<file path="src/rtl/mem_if_ctrl_if.sv">
// Request/response and SRAM bus signals of the memory interface stage.
// The slave view belongs to mem_if_ctrl; the master view drives requests and models the bus.
interface mem_if_ctrl_if;
  logic        req_rd;
  logic        req_wr;
  logic [31:0] addr;
  logic [31:0] wdata;
  logic [2:0]  size;
  logic        mfc;
  logic [31:0] rdata;
  logic        err;
  logic        bus_cs;
  logic        bus_we;
  logic [31:0] bus_addr;
  logic [3:0]  bus_be;
  logic [31:0] bus_wdata;
  logic [31:0] bus_rdata;
  logic        bus_ready;

  modport slave (
    input  req_rd, req_wr, addr, wdata, size, bus_rdata, bus_ready,
    output mfc, rdata, err, bus_cs, bus_we, bus_addr, bus_be, bus_wdata
  );

  modport master (
    output req_rd, req_wr, addr, wdata, size, bus_rdata, bus_ready,
    input  mfc, rdata, err, bus_cs, bus_we, bus_addr, bus_be, bus_wdata
  );
endinterface

</file>
<file path="src/rtl/mem_if_ctrl.sv">
// Memory interface stage: one SRAM bus transaction per Mem_rd/Mem_wr request, lane steering, mfc pulse.
// Optional macro MEM_ALIGN_CHECK_EN: misaligned half/word accesses abort with err without touching the bus.
module mem_if_ctrl #(
  parameter int unsigned TIMEOUT = 15
) (
  input  logic        clk,
  input  logic        rst_n,
  mem_if_ctrl_if.slave m
);

  typedef enum logic [1:0] {IDLE, ACCESS, DONE} state_t;

  localparam logic [7:0] TO_LAST = 8'(TIMEOUT - 1);

  state_t      state_q, state_d;
  logic        dir_q;
  logic [31:0] addr_q;
  logic [2:0]  size_q;
  logic [3:0]  be_q;
  logic [31:0] bwd_q;
  logic [7:0]  cnt_q;
  logic [31:0] rdata_q;
  logic        err_q;

  logic        req;
  logic        misalign;
  logic        timeout_hit;
  logic [3:0]  be_d;
  logic [31:0] bwd_d;
  logic [31:0] shifted;
  logic [31:0] load_fmt;

  assign req         = m.req_rd | m.req_wr;
  assign timeout_hit = (cnt_q == TO_LAST);

`ifdef MEM_ALIGN_CHECK_EN
  assign misalign = ((m.size[1:0] == 2'b01) && m.addr[0]) ||
                    (m.size[1] && (m.addr[1:0] != 2'b00));
`else
  assign misalign = 1'b0;
`endif

  // Lane steering of the incoming request, captured on acceptance.
  always_comb begin
    be_d  = 4'b1111;
    bwd_d = m.wdata;
    case (m.size[1:0])
      2'b00: begin
        be_d  = 4'b0001 << m.addr[1:0];
        bwd_d = {4{m.wdata[7:0]}};
      end
      2'b01: begin
        be_d  = 4'b0011 << {m.addr[1], 1'b0};
        bwd_d = {2{m.wdata[15:0]}};
      end
      default: ;
    endcase
  end

  // Load return: bring the addressed lane down to bit 0, then extend by funct3.
  always_comb begin
    shifted = m.bus_rdata;
    case (size_q[1:0])
      2'b00:   shifted = m.bus_rdata >> {addr_q[1:0], 3'b000};
      2'b01:   shifted = m.bus_rdata >> {addr_q[1], 4'b0000};
      default: ;
    endcase
  end

  always_comb begin
    load_fmt = shifted;
    case (size_q)
      3'b000:  load_fmt = {{24{shifted[7]}},  shifted[7:0]};
      3'b001:  load_fmt = {{16{shifted[15]}}, shifted[15:0]};
      3'b100:  load_fmt = {24'h0, shifted[7:0]};
      3'b101:  load_fmt = {16'h0, shifted[15:0]};
      default: ;
    endcase
  end

  always_ff @(posedge clk or negedge rst_n) begin
    if (!rst_n) state_q <= IDLE;
    else        state_q <= state_d;
  end

  always_comb begin
    state_d = state_q;
    case (state_q)
      IDLE:    if (req) state_d = misalign ? DONE : ACCESS;
      ACCESS:  if (m.bus_ready || timeout_hit) state_d = DONE;
      DONE:    state_d = IDLE;
      default: state_d = IDLE;
    endcase
  end

  always_comb begin
    m.bus_cs    = (state_q == ACCESS);
    m.bus_we    = (state_q == ACCESS) & dir_q;
    m.mfc       = (state_q == DONE);
    m.err       = (state_q == DONE) & err_q;
    m.rdata     = rdata_q;
    m.bus_addr  = {addr_q[31:2], 2'b00};
    m.bus_be    = be_q;
    m.bus_wdata = bwd_q;
  end

  // Request latch, wait counter and response registers.
  always_ff @(posedge clk or negedge rst_n) begin
    if (!rst_n) begin
      dir_q   <= 1'b0;
      addr_q  <= '0;
      size_q  <= '0;
      be_q    <= '0;
      bwd_q   <= '0;
      cnt_q   <= '0;
      rdata_q <= '0;
      err_q   <= 1'b0;
    end else begin
      case (state_q)
        IDLE: if (req) begin
          dir_q  <= ~m.req_rd;
          addr_q <= m.addr;
          size_q <= m.size;
          be_q   <= be_d;
          bwd_q  <= bwd_d;
          if (misalign) begin
            rdata_q <= '0;
            err_q   <= 1'b1;
          end
        end
        ACCESS: begin
          if (m.bus_ready) begin
            if (!dir_q) rdata_q <= load_fmt;
            err_q <= 1'b0;
          end else begin
            cnt_q <= cnt_q + 8'd1;
            if (timeout_hit) begin
              rdata_q <= '0;
              err_q   <= 1'b1;
            end
          end
        end
        DONE:    cnt_q <= '0;
        default: ;
      endcase
    end
  end

endmodule

</file>
<file path="src/flat_wrapper.sv">
// flat-port wrapper written by rule: the top's interface ports become plain ports
module mem_if_ctrl_flat 
#(
  parameter int unsigned TIMEOUT = 15
)
  (clk, rst_n, m_req_rd, m_req_wr, m_addr, m_wdata, m_size, m_bus_rdata, m_bus_ready, m_mfc, m_rdata, m_err, m_bus_cs, m_bus_we, m_bus_addr, m_bus_be, m_bus_wdata);
  mem_if_ctrl_if m_i ();
  input  logic clk;
  input  logic rst_n;
  input wire logic [$bits(m_i.req_rd)-1:0] m_req_rd;
  input wire logic [$bits(m_i.req_wr)-1:0] m_req_wr;
  input wire logic [$bits(m_i.addr)-1:0] m_addr;
  input wire logic [$bits(m_i.wdata)-1:0] m_wdata;
  input wire logic [$bits(m_i.size)-1:0] m_size;
  input wire logic [$bits(m_i.bus_rdata)-1:0] m_bus_rdata;
  input wire logic [$bits(m_i.bus_ready)-1:0] m_bus_ready;
  output wire logic [$bits(m_i.mfc)-1:0] m_mfc;
  output wire logic [$bits(m_i.rdata)-1:0] m_rdata;
  output wire logic [$bits(m_i.err)-1:0] m_err;
  output wire logic [$bits(m_i.bus_cs)-1:0] m_bus_cs;
  output wire logic [$bits(m_i.bus_we)-1:0] m_bus_we;
  output wire logic [$bits(m_i.bus_addr)-1:0] m_bus_addr;
  output wire logic [$bits(m_i.bus_be)-1:0] m_bus_be;
  output wire logic [$bits(m_i.bus_wdata)-1:0] m_bus_wdata;
  assign m_i.req_rd = m_req_rd;
  assign m_i.req_wr = m_req_wr;
  assign m_i.addr = m_addr;
  assign m_i.wdata = m_wdata;
  assign m_i.size = m_size;
  assign m_i.bus_rdata = m_bus_rdata;
  assign m_i.bus_ready = m_bus_ready;
  assign m_mfc = m_i.mfc;
  assign m_rdata = m_i.rdata;
  assign m_err = m_i.err;
  assign m_bus_cs = m_i.bus_cs;
  assign m_bus_we = m_i.bus_we;
  assign m_bus_addr = m_i.bus_addr;
  assign m_bus_be = m_i.bus_be;
  assign m_bus_wdata = m_i.bus_wdata;
  mem_if_ctrl #(.TIMEOUT(TIMEOUT)) u_core (.clk(clk), .rst_n(rst_n), .m(m_i));
endmodule
</file>
<file path="config.mk">
export PLATFORM = sky130hd
export DESIGN_NAME = mem_if_ctrl_flat
export DESIGN_NICKNAME = d
export VERILOG_FILES = /design/src/rtl/mem_if_ctrl_if.sv /design/src/rtl/mem_if_ctrl.sv /design/src/flat_wrapper.sv
export SDC_FILE = /design/constraint.sdc
export NUM_CORES = 1
export LEC_CHECK = 0
export BUFFER_PORTS_ARGS = -buffer_cell sky130_fd_sc_hd__buf_2
export CELL_PAD_IN_SITES_DETAIL_PLACEMENT = 1
export CELL_PAD_IN_SITES_GLOBAL_PLACEMENT = 1
export CORE_ASPECT_RATIO = 0.9
export CORE_MARGIN = 5
export CORE_UTILIZATION = 37
export DETAILED_ROUTE_END_ITERATION = 10
export GPL_TIMING_DRIVEN = 0
export PLACE_DENSITY_LB_ADDON = 0.3
export SETUP_SLACK_MARGIN = 0.3
export SLEW_MARGIN = 20
export SYNTH_ARGS = -nofsm -noshare
export SYNTH_HDL_FRONTEND = slang
export SYNTH_SLANG_ARGS = --single-unit
</file>
<file path="constraint.sdc">
create_clock -name clk -period 2.47 [get_ports clk]
set_input_delay 0.3705 -clock clk [delete_from_list [all_inputs] [get_ports clk]]
set_output_delay 0.3705 -clock clk [all_outputs]
set_load 0.01 [all_outputs]
</file>
==> metrics.log, run 1 <==
INFO  metric ant_nets = 0
INFO  metric top_count_cell_post_synth = sky130_fd_sc_hd__nand2_1
INFO  metric post-synth-top-area-cell = sky130_fd_sc_hd__dfrtp_1
INFO  metric worst_hold_slack = 0.141 ns
INFO  metric num_io_pins = 208
INFO  metric post_synth_instance_area = 0.00568 mm2
INFO  metric leakage = 0.00391 uW
INFO  metric post_synthesis_register_bit_count = 115
INFO  metric pd_cells = 1330 mW/mm2
INFO  metric number_of_antenna_violations_at_the_first_check_in_global_routing = 3
INFO  metric first_iter_violations = 328
INFO  metric synthesis.yosys.warnings = 0
INFO  metric period_needed = 2.00 ns
INFO  metric max_clock_freq = 500 MHz
INFO  metric finalCritPeriodShare = 80.9%
INFO  metric first_pass_grt_wire_length = 30700 um
INFO  metric gpl.final_weighted_congestion = 0.859
INFO  metric syn-mean-instance-area = 9.65 um2
INFO  metric detailed_place_hpwl = 14400 um
INFO  metric cts_sinks = 115
INFO  metric async_reset_ff_share = 100%
INFO  metric die_area = 0.0179 mm2
INFO  metric cts_inserted_buffers = 17
INFO  metric vdd.ir_drop.worst = 0.000631 V
INFO  metric nNetsFinal = 921
INFO  metric setup_repair_after_global_routing_missed_its_margin = no
INFO  metric starting_density_of_the_core = 37.3%
INFO  metric grt.total_usage = 21.7%
INFO  metric finalCoreUtilization = 50.1%
INFO  metric post_cts_buffers = 0
INFO  metric dpl.cell_count = 997
INFO  metric port_buffers = 204
INFO  metric final_layout_size_suffix_gt1_share = 35.4%
INFO  metric worstSetupEndpointType = register
INFO  metric clock_latency = 0.42 ns
INFO  metric ys_top_cells_by_area = sky130_fd_sc_hd__dfrtp_1, sky130_fd_sc_hd__nand2_1, sky130_fd_sc_hd__mux2i_1
INFO  metric setup_tns = 0 ns
INFO  metric synth.lib_cells_used.distinct = 50
INFO  metric cts.path.max_buffers = 2
INFO  metric grt_pass1_vias = 5858
INFO  metric dr_total_vias = 5298
INFO  metric n_antenna_cell = 0
INFO  metric worst-path-max-fanout = 10
INFO  metric synth_edf_count = 0
INFO  metric multi_input_comb_area = 0.00234 mm2
INFO  metric instance_count_of_the_mapped_netlist = 589
INFO  metric die_x = 141 um
INFO  metric worst_ep_required_time = 2.76 ns
INFO  metric layout.filler_cells = 1795
INFO  metric h-tree-depth = 4
INFO  metric leading_cell_types_by_count_after_synthesis = sky130_fd_sc_hd__nand2_1, sky130_fd_sc_hd__dfrtp_1, sky130_fd_sc_hd__o21ai_0, sky130_fd_sc_hd__buf_4, sky130_fd_sc_hd__mux2i_1
INFO  metric placed_standard_cell_area = 0.00699 mm2
INFO  metric post_layout_nonfiller_instances = 1030
INFO  metric skew = 0.00528 ns
INFO  metric synth.top_cell.area_share = 50.6%
INFO  metric tightestPinTransition = 0.657 ns
INFO  metric row_count = 43
INFO  metric detail_route.first_pass.iterations = 4
INFO  metric core_box_area = 0.0152 mm2
INFO  metric maxCapViolCount = 0
INFO  metric worst_setup_path_start_kind = register
INFO  metric synth_seq_area_share = 50.6%
INFO  metric clock_tree_from_tritoncts = done
INFO  metric outcome = finished clean
INFO  metric slew_viol_final = 0
INFO  metric setup.worst_path.class = register to register
INFO  metric synth_flop_cell = sky130_fd_sc_hd__dfrtp_1
INFO  metric cts.clk_slew.worst_paths = 0.06 ns
INFO  metric register_area = 0.00288 mm2
INFO  metric cts.root.buffer_cell = sky130_fd_sc_hd__clkbuf_16
INFO  metric layout-area-overhead-vs-synth = 34.2%
INFO  metric area_of_all_placed_cells_without_fillers = 0.00762 mm2
INFO  metric finalWirelength = 19000 um
INFO  metric setup_violations = 0
INFO  metric grt_start_max_net_pins = 67
INFO  metric route.detailed.wl_per_inst = 18.5 um
INFO  metric hp-class = input pin to register
INFO  metric timing.final.hold_violations = 0
INFO  metric arrival = 2.29 ns
INFO  metric slew_margin_rel = 56.2%
INFO  metric drt_drc_violations_left = 0
INFO  metric reg2reg_slack = 0.47 ns
INFO  metric per_cell_via_count_in_the_routed_design = 5.14
INFO  metric floorplan.die.height = 128 um
INFO  metric grt-ovfl-total = 0
-- timing repair --
| action | in CTS | in global routing |
|---|---|---|
| endpoints found under the setup margin | 0 | 22 |
| hold buffers | 1 | 0 |
| resized for setup | 0 | 3 |
| hold endpoints to repair | 49 | 0 |
-- stage by stage --
stage	setup WS, ns	total power (uW)
floorplan	0.639	5870
global placement	-0.415	7390
detailed placement	0.319	7620
CTS	0.433	10300
global route	0.341	10900
finish	0.472	10200
-- metal layers --
| layer | global-route usage [%] | vias up | routed length (um) |
|---|---|---|---|
| met5 | 0 | - | 35 |
| met4 | 7.52 | 6 | 420 |
| met3 | 8.23 | 37 | 1740 |
| met2 | 35.8 | 214 | 9150 |
| met1 | 26.3 | 2582 | 7690 |
| li1 | - | 2459 | - |
-- power breakdown --
| part | switching (uW) | internal [uW] | total [uW] | leakage (uW) |
|---|---|---|---|---|
| sequential | 539 | 2750 | 3290 | 0.00143 |
| combinational | 2450 | 1850 | 4300 | 0.00219 |
| clock | 954 | 1620 | 2580 | 0.000290 |
-- state kept, by name, summed over array words and instances, names as in the netlist --
register	cells
u_core.addr_q	32
u_core.m.bus_wdata	32
u_core.m.rdata	32
u_core.cnt_q	8
u_core.m.bus_be	4
u_core.size_q	3
u_core.state_q	2
u_core.dir_q	1
u_core.err_q	1
-- cell usage in the layout (no fill, tap or decap), types with 2 or more instances in the layout --
| master | n |
|---|---|
| sky130_fd_sc_hd__nand4_1 | 10 |
| sky130_fd_sc_hd__o21bai_1 | 2 |
| sky130_fd_sc_hd__dfrtp_1 | 115 |
| sky130_fd_sc_hd__inv_1 | 7 |
| sky130_fd_sc_hd__clkbuf_16 | 17 |
| sky130_fd_sc_hd__buf_2 | 208 |
| sky130_fd_sc_hd__nand2_1 | 154 |
| sky130_fd_sc_hd__o21ai_0 | 40 |
| sky130_fd_sc_hd__clkinvlp_4 | 4 |
| sky130_fd_sc_hd__a31oi_1 | 10 |
| sky130_fd_sc_hd__conb_1 | 2 |
| sky130_fd_sc_hd__a21oi_1 | 19 |
| sky130_fd_sc_hd__o21a_1 | 3 |
| sky130_fd_sc_hd__buf_4 | 33 |
| sky130_fd_sc_hd__nand2b_1 | 20 |
| sky130_fd_sc_hd__o22ai_1 | 7 |
| sky130_fd_sc_hd__a22o_1 | 8 |
| sky130_fd_sc_hd__inv_6 | 4 |
| sky130_fd_sc_hd__mux2i_1 | 29 |
| sky130_fd_sc_hd__and2_1 | 2 |
| sky130_fd_sc_hd__o211ai_1 | 7 |
| sky130_fd_sc_hd__ha_1 | 2 |
| sky130_fd_sc_hd__clkinv_4 | 2 |
| sky130_fd_sc_hd__nor2_1 | 12 |
| sky130_fd_sc_hd__buf_6 | 6 |
| sky130_fd_sc_hd__nor2b_1 | 12 |
| sky130_fd_sc_hd__nand4b_1 | 7 |
| sky130_fd_sc_hd__bufinv_16 | 3 |
| sky130_fd_sc_hd__clkbuf_2 | 2 |
| sky130_fd_sc_hd__clkbuf_1 | 25 |
| sky130_fd_sc_hd__nor3_1 | 2 |
| sky130_fd_sc_hd__a221o_1 | 24 |
| sky130_fd_sc_hd__buf_1 | 2 |
| sky130_fd_sc_hd__nand3_1 | 2 |
-- worst paths after layout --
path | start | end | cells past startpoint
max | u_core.cnt_q[0]$_DFFE_PN0P_ | u_core.m.rdata[24]$_DFFE_PN0P_ | 7
min | m_addr[7] | u_core.addr_q[7]$_DFFE_PN0P_ | 3
max reg2reg | u_core.cnt_q[0]$_DFFE_PN0P_ | u_core.m.rdata[24]$_DFFE_PN0P_ | 7
min reg2reg | u_core.addr_q[10]$_DFFE_PN0P_ | u_core.addr_q[10]$_DFFE_PN0P_ | 2
max in group asynchronous | rst_n | u_core.addr_q[28]$_DFFE_PN0P_ | 3
min in group asynchronous | rst_n | u_core.m.rdata[22]$_DFFE_PN0P_ | 2
-- worst max-delay path, stage by stage, from the launching register on --
cell,delay [ns]
sky130_fd_sc_hd__dfrtp_1,0.45
sky130_fd_sc_hd__inv_1,0.09
sky130_fd_sc_hd__ha_1,0.14
sky130_fd_sc_hd__or4b_4,0.49
sky130_fd_sc_hd__nor2_4,0.12
sky130_fd_sc_hd__a21oi_4,0.09
sky130_fd_sc_hd__buf_6,0.15
sky130_fd_sc_hd__a221o_1,0.36
-- cell families after synthesis --
logic type	synth area share [%]
AOI/OAI and AO/OA	15.6
adders and majority gates	0.440
buffers and inverters	8.24
DFF	50.6
muxes	5.37
other	0.0660
and+or+nand+nor	19.7
-- cell type report --
cell class | instances | area share, %
flip-flops and latches | 115 | 37.8
multi-input cells | 395 | 30.7
repair buffers | 206 | 14.0
plain buffers | 72 | 5.78
clock buffers | 18 | 5.76
well taps | 202 | 3.32
clock inverters | 14 | 2.33
inverters | 8 | 0.394
Power figures use the tool's default switching activity.
==> run 2, diff against run 1 <==
clock period = 2 ns   (was 2.47 ns; I/O delays follow)
==> metrics.log, run 2 (synthesis results as in run 1) <==
INFO  metric number_of_antenna_violations_at_the_first_check_in_global_routing = 2 (was 3)
INFO  metric n_antenna_cell = 0 (unchanged)
INFO  metric seq_power_share = 31.5% (was 32.4%)
INFO  metric swShare = 37.5% (was 38.8%)
INFO  metric grt.total_usage = 21.9% (was 21.7%)
INFO  metric dr_total_vias = 5359 (was 5298)
INFO  metric setup_repair_after_global_routing_missed_its_margin = yes (was no)
INFO  metric power.share.clock = 25.4% (about the same)
INFO  metric max_clock_freq = 525 MHz (was 500 MHz)
INFO  metric cts.clk_slew.worst_paths = 0.06 ns (about the same)
INFO  metric period_needed = 1.90 ns (was 2.00 ns)
INFO  metric arrival = 2.19 ns (was 2.29 ns)
INFO  metric per_cell_via_count_in_the_routed_design = 5.15 (was 5.14)
INFO  metric net_switching_component_of_the_power = 4820 uW (was 3940 uW)
INFO  metric setup_violations = 0 (unchanged)
INFO  metric row_count = 43 (unchanged)
INFO  metric slew_viol_final = 0 (unchanged)
INFO  metric placed_standard_cell_area = 0.00699 mm2 (unchanged)
INFO  metric dp_worst_setup_slack = 0.00503 ns (was 0.319 ns)
INFO  metric multi_input_comb_area = 0.00236 mm2 (was 0.00234 mm2)
INFO  metric register_area = 0.00288 mm2 (about the same)
INFO  metric starting_density_of_the_core = 37.3% (unchanged)
INFO  metric num_io_pins = 208 (unchanged)
INFO  metric power_report.internal_total = 8020 uW (was 6220 uW)
INFO  metric timing.final.hold_violations = 0 (unchanged)
INFO  metric outcome = finished clean (unchanged)
INFO  metric gpl.final_weighted_congestion = 0.827 (was 0.859)
INFO  metric grt_start_max_net_pins = 73 (was 67)
INFO  metric worst_hold_slack = 0.0741 ns (was 0.141 ns)
INFO  metric clock_latency = 0.42 ns (about the same)
INFO  metric grt-ovfl-total = 0 (unchanged)
INFO  metric worst_ep_required_time = 2.29 ns (was 2.76 ns)
INFO  metric clock_tree_from_tritoncts = done (unchanged)
INFO  metric cts_inserted_buffers = 17 (unchanged)
INFO  metric setup_slack = 0.0955 ns (was 0.472 ns)
INFO  metric worstSetupEndpointType = register (unchanged)
INFO  metric final_layout_size_suffix_gt1_share = 38.1% (was 35.4%)
INFO  metric setup.worst_path.class = register to register (unchanged)
INFO  metric detailed_place_hpwl = 14500 um (was 14400 um)
INFO  metric finalWirelength = 19600 um (was 19000 um)
INFO  metric ant_nets = 0 (unchanged)
INFO  metric power.share.combinational = 43.1% (was 42.3%)
INFO  metric worst-path-max-fanout = 10 (unchanged)
INFO  metric core_box_area = 0.0152 mm2 (unchanged)
INFO  metric drt_drc_violations_left = 0 (unchanged)
INFO  metric vdd.ir_drop.worst = 0.000621 V (was 0.000631 V)
INFO  metric cts.root.buffer_cell = sky130_fd_sc_hd__clkbuf_16 (unchanged)
INFO  metric worst_setup_path_start_kind = register (unchanged)
INFO  metric floorplan.die.height = 128 um (unchanged)
INFO  metric maxCapViolCount = 0 (unchanged)
INFO  metric finalCritPeriodShare = 95.2% (was 80.9%)
INFO  metric leakage = 0.00403 uW (was 0.00391 uW)
INFO  metric cts_sinks = 115 (unchanged)
INFO  metric route.detailed.wl_per_inst = 18.8 um (was 18.5 um)
INFO  metric layout_commonest_cell = sky130_fd_sc_hd__buf_2 (unchanged)
INFO  metric pd_cells = 1650 mW/mm2 (was 1330 mW/mm2)
INFO  metric tightestPinTransition = 0.695 ns (was 0.657 ns)
INFO  metric die_x = 141 um (unchanged)
INFO  metric grt_pass1_vias = 5827 (was 5858)
INFO  metric layout-area-overhead-vs-synth = 37.0% (was 34.2%)
INFO  metric slew_margin_rel = 53.7% (was 56.2%)
INFO  metric layout.filler_cells = 1804 (was 1795)
INFO  metric first_pass_grt_wire_length = 30900 um (was 30700 um)
INFO  metric cts.path.max_buffers = 2 (unchanged)
INFO  metric area_of_all_placed_cells_without_fillers = 0.00778 mm2 (was 0.00762 mm2)
INFO  metric hp-class = input pin to register (unchanged)
INFO  metric skew = 0.0151 ns (was 0.00528 ns)
INFO  metric die_area = 0.0179 mm2 (unchanged)
INFO  metric h-tree-depth = 4 (unchanged)
INFO  metric commonest_cells_after_routing_fill_and_taps_aside = sky130_fd_sc_hd__buf_2, sky130_fd_sc_hd__nand2_1, sky130_fd_sc_hd__dfrtp_1 (unchanged)
INFO  metric detail_route.first_pass.iterations = 7 (was 4)
INFO  metric nNetsFinal = 932 (was 921)
INFO  metric port_buffers = 204 (unchanged)
INFO  metric first_iter_violations = 254 (was 328)
==> run 2: worst paths after layout <==
path	startpoint	endpoint	slack, ns	cells past startpoint
worst max-delay path	u_core.cnt_q[0]$_DFFE_PN0P_	u_core.m.rdata[4]$_DFFE_PN0P_	0.1	7
worst min-delay path	m_addr[30]	u_core.addr_q[30]$_DFFE_PN0P_	0.07	3
worst max register to register	u_core.cnt_q[0]$_DFFE_PN0P_	u_core.m.rdata[4]$_DFFE_PN0P_	0.1	7
worst min register to register	u_core.addr_q[11]$_DFFE_PN0P_	u_core.addr_q[11]$_DFFE_PN0P_	0.47	2
max in group asynchronous	rst_n	u_core.addr_q[1]$_DFFE_PN0P_	0.82	3
min in group asynchronous	rst_n	u_core.cnt_q[7]$_DFFE_PN0P_	0.49	2
==> run 2: area by class of cell <==
| class | instances | share of cell area, % |
|---|---|---|
| plain buffers | 72 | 6.11 |
| clock buffers | 23 | 6.14 |
| clock inverters | 9 | 1.95 |
| inverters | 8 | 0.402 |
| multi-input cells | 395 | 30.4 |
| flip-flops and latches | 115 | 37.0 |
| well taps | 202 | 3.25 |
| repair buffers | 217 | 14.7 |
==> run 2: stage by stage <==
step / power, uW / cells / setup TNS [ns] / util, %
after floorplan: 7250 / 590 / 0 / -
after global placement: 9110 / 996 / -92.04 / 45.7
after detailed placement: 9380 / 997 / 0 / 45.9
after CTS: 12900 / 1039 / 0 / 50.9
after global routing: 13700 / 1041 / 0 / 51.1
final: 12800 / 1041 / 0 / 51.1
==> run 2: per-layer routing <==
metal,wire (um),up-vias,global-route usage (%)
met1,7870,2633,25.6
met3,1830,31,9.09
met5,21,-,0
met2,9530,206,36.7
met4,316,4,7.01
li1,-,2485,-
==> run 2: power by group through the flow <==
stage	combinational, uW	sequential (uW)	clock, uW
2_1_floorplan	3000	4250	0
3_3_place_gp	5090	4020	0
3_5_place_dp	5290	4090	0
4_1_cts	5560	4060	3310
5_1_grt	6080	4180	3420
6_report	5530	4050	3260
==> run 2: critical path, stage by stage (launching register included) <==
cell and delay, ns:
sky130_fd_sc_hd__dfrtp_2 0.41, sky130_fd_sc_hd__inv_2 0.05, sky130_fd_sc_hd__ha_1 0.13, sky130_fd_sc_hd__or4b_4 0.48, sky130_fd_sc_hd__nor2_4 0.11, sky130_fd_sc_hd__a21oi_4 0.09
sky130_fd_sc_hd__buf_6 0.15, sky130_fd_sc_hd__a221o_1 0.35
==> run 2: timing repair <==
item                                    4_1_cts  5_1_grt
setup buffers                                 9        2
hold buffers                                  1        0
endpoints found under the setup margin       87       83
resized for setup                            24       12
endpoints found under the hold margin        71        0
pin swaps                                     3        0
gates cloned                                  0        0
